**src/rtl/hilo_pkg.sv**
```systemverilog
// Shared definitions for the HI/LO register unit: operation encodings,
// accumulate sequencer states and the architectural register width.
package hilo_pkg;

  localparam int HILO_W = 32;

  typedef enum logic [2:0] {
    HILO_NONE = 3'd0,
    HILO_MTHI = 3'd1,
    HILO_MTLO = 3'd2,
    HILO_MUL  = 3'd3,
    HILO_MADD = 3'd4,
    HILO_MSUB = 3'd5
  } hilo_op_e;

  typedef enum logic {
    IDLE = 1'b0,
    ACC  = 1'b1
  } hilo_state_e;

endpackage

```
**src/rtl/hilo_unit.sv**
```systemverilog
// HI/LO architectural registers behind the multiplier: product capture,
// MTHI/MTLO writes and a two-cycle MADD/MSUB accumulate with pipeline stall.
module hilo_unit
  import hilo_pkg::*;
#(
  parameter int WIDTH = HILO_W
) (
  input  logic               clk,
  input  logic               rst,
  input  logic               flush,
  input  logic               en,
  input  logic [2:0]         hilo_op,
  input  logic               mul_valid,
  input  logic [2*WIDTH-1:0] mul_result,
  input  logic [WIDTH-1:0]   rs_data,
  output logic [WIDTH-1:0]   hi_o,
  output logic [WIDTH-1:0]   lo_o,
  output logic               busy
);

  // Modulo-2^(2*WIDTH) accumulate; signed and unsigned forms share it since
  // the multiplier already delivers a correctly extended product.
  function automatic logic signed [2*WIDTH-1:0] accumulate(
    input logic signed [2*WIDTH-1:0] acc,
    input logic signed [2*WIDTH-1:0] prod,
    input logic                      sub
  );
    return sub ? (acc - prod) : (acc + prod);
  endfunction

  hilo_state_e               state_q;
  hilo_state_e               state_d;
  logic signed [2*WIDTH-1:0] hilo_q;
  logic signed [2*WIDTH-1:0] prod_q;
  logic                      sub_q;
  logic                      accept;
  logic                      acc_start;

  assign busy      = (state_q == ACC);
  assign accept    = en && !busy && !flush;
  assign acc_start = accept && mul_valid &&
                     ((hilo_op == HILO_MADD) || (hilo_op == HILO_MSUB));

  always_ff @(posedge clk) begin
    if (rst || flush) state_q <= IDLE;
    else              state_q <= state_d;
  end

  always_comb begin
    state_d = state_q;
    case (state_q)
      IDLE:    if (acc_start) state_d = ACC;
      ACC:     state_d = IDLE;
      default: state_d = IDLE;
    endcase
  end

  // Stage boundary: op accept (IDLE) or accumulate write-back (ACC)
  always_ff @(posedge clk) begin
    if (rst) begin
      hilo_q <= '0;
      prod_q <= '0;
      sub_q  <= 1'b0;
    end else if (flush) begin
      hilo_q <= hilo_q;
    end else if (state_q == ACC) begin
      hilo_q <= accumulate(hilo_q, prod_q, sub_q);
    end else if (accept) begin
      case (hilo_op)
        HILO_MTHI: hilo_q[2*WIDTH-1:WIDTH] <= rs_data;
        HILO_MTLO: hilo_q[WIDTH-1:0]       <= rs_data;
        HILO_MUL:  if (mul_valid) hilo_q <= mul_result;
        HILO_MADD, HILO_MSUB: begin
          if (mul_valid) begin
            prod_q <= mul_result;
            sub_q  <= (hilo_op == HILO_MSUB);
          end
        end
        default: hilo_q <= hilo_q;
      endcase
    end
  end

  assign hi_o = hilo_q[2*WIDTH-1:WIDTH];
  assign lo_o = hilo_q[WIDTH-1:0];

endmodule

```
**config.mk**
```make
export PLATFORM = sky130hd
export DESIGN_NAME = hilo_unit
export DESIGN_NICKNAME = d
export VERILOG_FILES = /design/src/rtl/hilo_pkg.sv /design/src/rtl/hilo_unit.sv
export SDC_FILE = /design/constraint.sdc
export NUM_CORES = 1
export LEC_CHECK = 0
export CELL_PAD_IN_SITES_DETAIL_PLACEMENT = 1
export CELL_PAD_IN_SITES_GLOBAL_PLACEMENT = 2
export CORE_MARGIN = 3
export CORE_UTILIZATION = 31
export DETAILED_ROUTE_END_ITERATION = 12
export PLACE_DENSITY_LB_ADDON = 0.1
export SYNTH_ARGS = -nofsm -noshare
export SYNTH_HDL_FRONTEND = slang
export SYNTH_SLANG_ARGS = --single-unit
```
**constraint.sdc**
```tcl
create_clock -name clk -period 5.1 [get_ports clk]
set_input_delay 1.02 -clock clk [delete_from_list [all_inputs] [get_ports clk]]
set_output_delay 1.02 -clock clk [all_outputs]
set_load 0.005 [all_outputs]
```
==> impl_metrics.py <==
metrics = {
    "run_status": {
        "outcome": "finished, final reports clean",
    },
    "floorplanning": {
        "fp.dieW_um": 193,
        "height_of_the_die_um": 193,
        "start_util": 0.319,
        "ios": 169,
        "die-area_mm2": 0.0372,
        "core_area_mm2": 0.0340,
        "rows": 67,
    },
    "final_layout": {
        "final_nets": 1820,
        "seqCellArea_mm2": 0.00261,
        "finish.utilization": 0.411,
        "drive_above_1_share": 0.0817,
        "layout.filler_cells": 4175,
        "n_antenna_cell": 0,
        "area_delta_synth_final_pct": 28.8,
        "multi_input_comb_area_mm2": 0.00794,
    },
    "timing": {
        "slew_headroom": 0.352,
        "timing.final.crit_share": 0.953,
        "setup_slack_ns": 0.238,
        "finalHoldWorstSlack_ns": 0.471,
        "setup-violations-final": 0,
        "clock_skews_ns": 0.0116,
        "fin_crit_ns": 4.86,
        "timing.final.max_slew_violations": 0,
        "timing_hold_violations_final": 0,
        "maxClockFrequency_mhz": 206,
        "worst_slew_pin_slew_ns": 0.972,
    },
    "routing": {
        "drt_first_pass_iters": 5,
        "detailedRoute.firstIterationViolations": 844,
        "detail_route.wirelength_um": 51300,
        "drt-vias-per-instance": 5.70,
        "drc_errors": 0,
        "routedWlPerCell_um": 24.3,
        "detailroute.via_count": 12000,
        "detail-route-antenna-nets": 0,
    },
    "synthesis": {
        "synthDominantCellAreaShare": 0.240,
        "synth-warning-count": 0,
        "synth_area_leader_cell": "sky130_fd_sc_hd__dfxtp_1",
        "ys_seq_elements": 130,
        "mapped_avg_cell_area_um2": 7.19,
        "netlist_instances": 1506,
        "synth_cell_type_count": 76,
        "ys_top_cells_by_area": "sky130_fd_sc_hd__dfxtp_1 24%, sky130_fd_sc_hd__a21oi_1 11%, sky130_fd_sc_hd__nand2_1 7.6%",
        "yosys-top-cells-count": "234 x sky130_fd_sc_hd__a21oi_1, 218 x sky130_fd_sc_hd__nand2_1, 140 x sky130_fd_sc_hd__nor2_1",
        "synthMostInstantiatedCell": "sky130_fd_sc_hd__a21oi_1",
        "syn-num-nets": 1675,
        "ys_seq_area_frac": 0.240,
        "number_of_synthesized_flops_with_an_enable_pin": 0,
        "async_flop_share": 0,
        "synth_area_mm2": 0.0108,
        "yosys_most_used_dff": "sky130_fd_sc_hd__dfxtp_1",
    },
    "critical_path": {
        "critical-path-max-stage-delay_ns": 0.57,
        "setup.worst_path.start_class": "flop",
        "critical_path.max_fanout": 7,
        "worstPathArrival_ns": 5.18,
        "worstPathRequired_ns": 5.42,
        "setup.worst_path.start": "prod_q[16]",
        "crit_buf_inv": 2,
        "worst_setup_path_end_kind": "flop",
        "worst-setup-path-type": "flop to flop",
        "standard_cell_with_the_maximum_stage_delay_on_the_critical_path": "sky130_fd_sc_hd__or4_4",
        "worstPathCellList": "or4_4, nor4_4, nand3b_1, buf_4, nor3b_4, buf_4, a21oi_1, xnor2_1, ha_1, nand2_1, nor4_1, o2111ai_1, nand3_1, a211oi_2, or3_1, and3_1, xnor2_1, o22ai_1",
        "r2r_start": "prod_q[16]",
        "critical_path_cell_count": 18,
        "rr_worst_depth": 18,
        "critPathTopFamily": "simple AND/OR/NAND/NOR gates",
    },
    "power_and_ir_drop": {
        "power_leakage_nw": 5.28,
        "power.ir.vdd_worst_v": 0.000253,
        "pwrdens_mw_per_mm2": 301,
    },
    "placed_design": {
        "io_buffer_count": 168,
        "detailedPlacementHpwl_um": 40300,
        "gp_routability_congestion": 0.915,
        "preCtsSetupSlack_ns": 0.0340,
    },
    "clocking": {
        "clk_latency_worst_skew_pair_ns": 0.45,
        "clock_sink_count": 130,
        "post_cts_hold_buffer_count": 0,
        "cts_tree": "yes",
        "clockRootBuffer": "sky130_fd_sc_hd__clkbuf_16",
        "clock_tree.htree_level_count": 4,
        "cts-root-to-sink-buffers": 2,
        "clkTransAtPathRegs_ns": 0.06,
        "cts_made_buffers": 17,
    },
    "global_route": {
        "grt_usage": 0.274,
        "number_of_antenna_violations_at_the_first_check_in_global_routing": 2,
        "gr-total-overflow": 0,
        "first_global_vias": 12000,
        "largest_net_degree_at_the_start_of_global_routing": 106,
        "grt_first_pass_wirelength_um": 75900,
    },
    "min_path": {
        "min_from": "prod_q[63]",
        "min_delay_path_depth": 2,
        "hp-class": "flop to flop",
    },
    "job": {
        "maxCapViolations": 0,
    },
}
## timing repair
action,in CTS,in global routing
hold endpoints to repair,0,0
setup endpoints to repair,1,18
setup buffers,0,2
gates resized for setup,1,29
pin swaps,0,4
## report_power, final
group          leakage, nW  switching [W]  total (W)  internal [W]
Sequential            1.05      0.0000258    0.00106       0.00103
Combinational         3.91        0.00101    0.00168      0.000673
Clock                0.314       0.000565    0.00145      0.000888
Total                 5.28        0.00160    0.00420       0.00260
## path summary, 6_finish.rpt
check / to / slack [ns]
max: hilo_q[63] / 0.24
min reg2reg: prod_q[63] / 0.47
max reg2reg: hilo_q[63] / 0.24
min: prod_q[63] / 0.47
## final cells by class
cell class | instances | share of cell area
multi-input combinational | 1262 | 0.570
inverter | 21 | 0.00566
tap | 448 | 0.0402
sequential | 130 | 0.187
clock inverter | 14 | 0.0162
clock buffer | 18 | 0.0315
timing repair buffer | 219 | 0.150
## worst min-delay path, delay by kind of cell, from the launching register on
kind	cells	cell delay, ns
AND/OR/NAND/NOR	1	0.06
AO/OA/AOI/OAI	1	0.05
flip-flops	1	0.32
## sequential cells by signal, summed over array words and instances, names as in the netlist
register	cells
sub_q	1
prod_q	64
hilo_q	64
busy	1
## cell families (layout without fill, tap and decap cells)
logic type	count (synthesis)	after routing	share of synthesized area
flops	130	130	0.240
mux	11	11	0.0103
simple gates	576	576	0.251
buf+inv	114	272	0.0396
fa+ha+maj	65	65	0.0758
compound gates	493	493	0.289
xor+xnor	117	117	0.0947
## through the flow
step           setup TNS, ns  area, um2  power [W]  std cells
6_report                   0      13900    0.00420       2112
5_1_grt             -0.00262      13900    0.00441       2112
4_1_cts                    0      13800    0.00417       2110
3_5_place_dp               0      13100    0.00271       2078
3_3_place_gp               0      13100    0.00270       2078
2_1_floorplan              0      10800    0.00212       1506
## cells in the final DEF, fill, tap and decap left out, types with 20 or more instances in the layout
cell	count
sky130_fd_sc_hd__a21oi_1	232
sky130_fd_sc_hd__nand2_1	218
sky130_fd_sc_hd__clkdlybuf4s50_1	167
sky130_fd_sc_hd__nor2_1	136
sky130_fd_sc_hd__dfxtp_1	128
sky130_fd_sc_hd__xnor2_1	87
sky130_fd_sc_hd__ha_1	59
sky130_fd_sc_hd__a211oi_1	55
sky130_fd_sc_hd__nor3_1	53
sky130_fd_sc_hd__buf_4	50
sky130_fd_sc_hd__o21ai_0	43
sky130_fd_sc_hd__a21o_1	38
sky130_fd_sc_hd__and2_1	36
sky130_fd_sc_hd__xor2_1	30
sky130_fd_sc_hd__inv_1	21
sky130_fd_sc_hd__a31oi_1	20
## metal layers
metal / part of all wire / wire length [um] / global-route usage / vias up
li1: - / - / - / 5749
met1: 0.48 / 24700 / 0.382 / 5950
met2: 0.46 / 23400 / 0.443 / 285
met3: 0.043 / 2230 / 0.0441 / 49
met4: 0.019 / 974 / 0.0614 / 4
met5: 0.00045 / 23 / 0 / -
(Power assumes the default switching activity.)
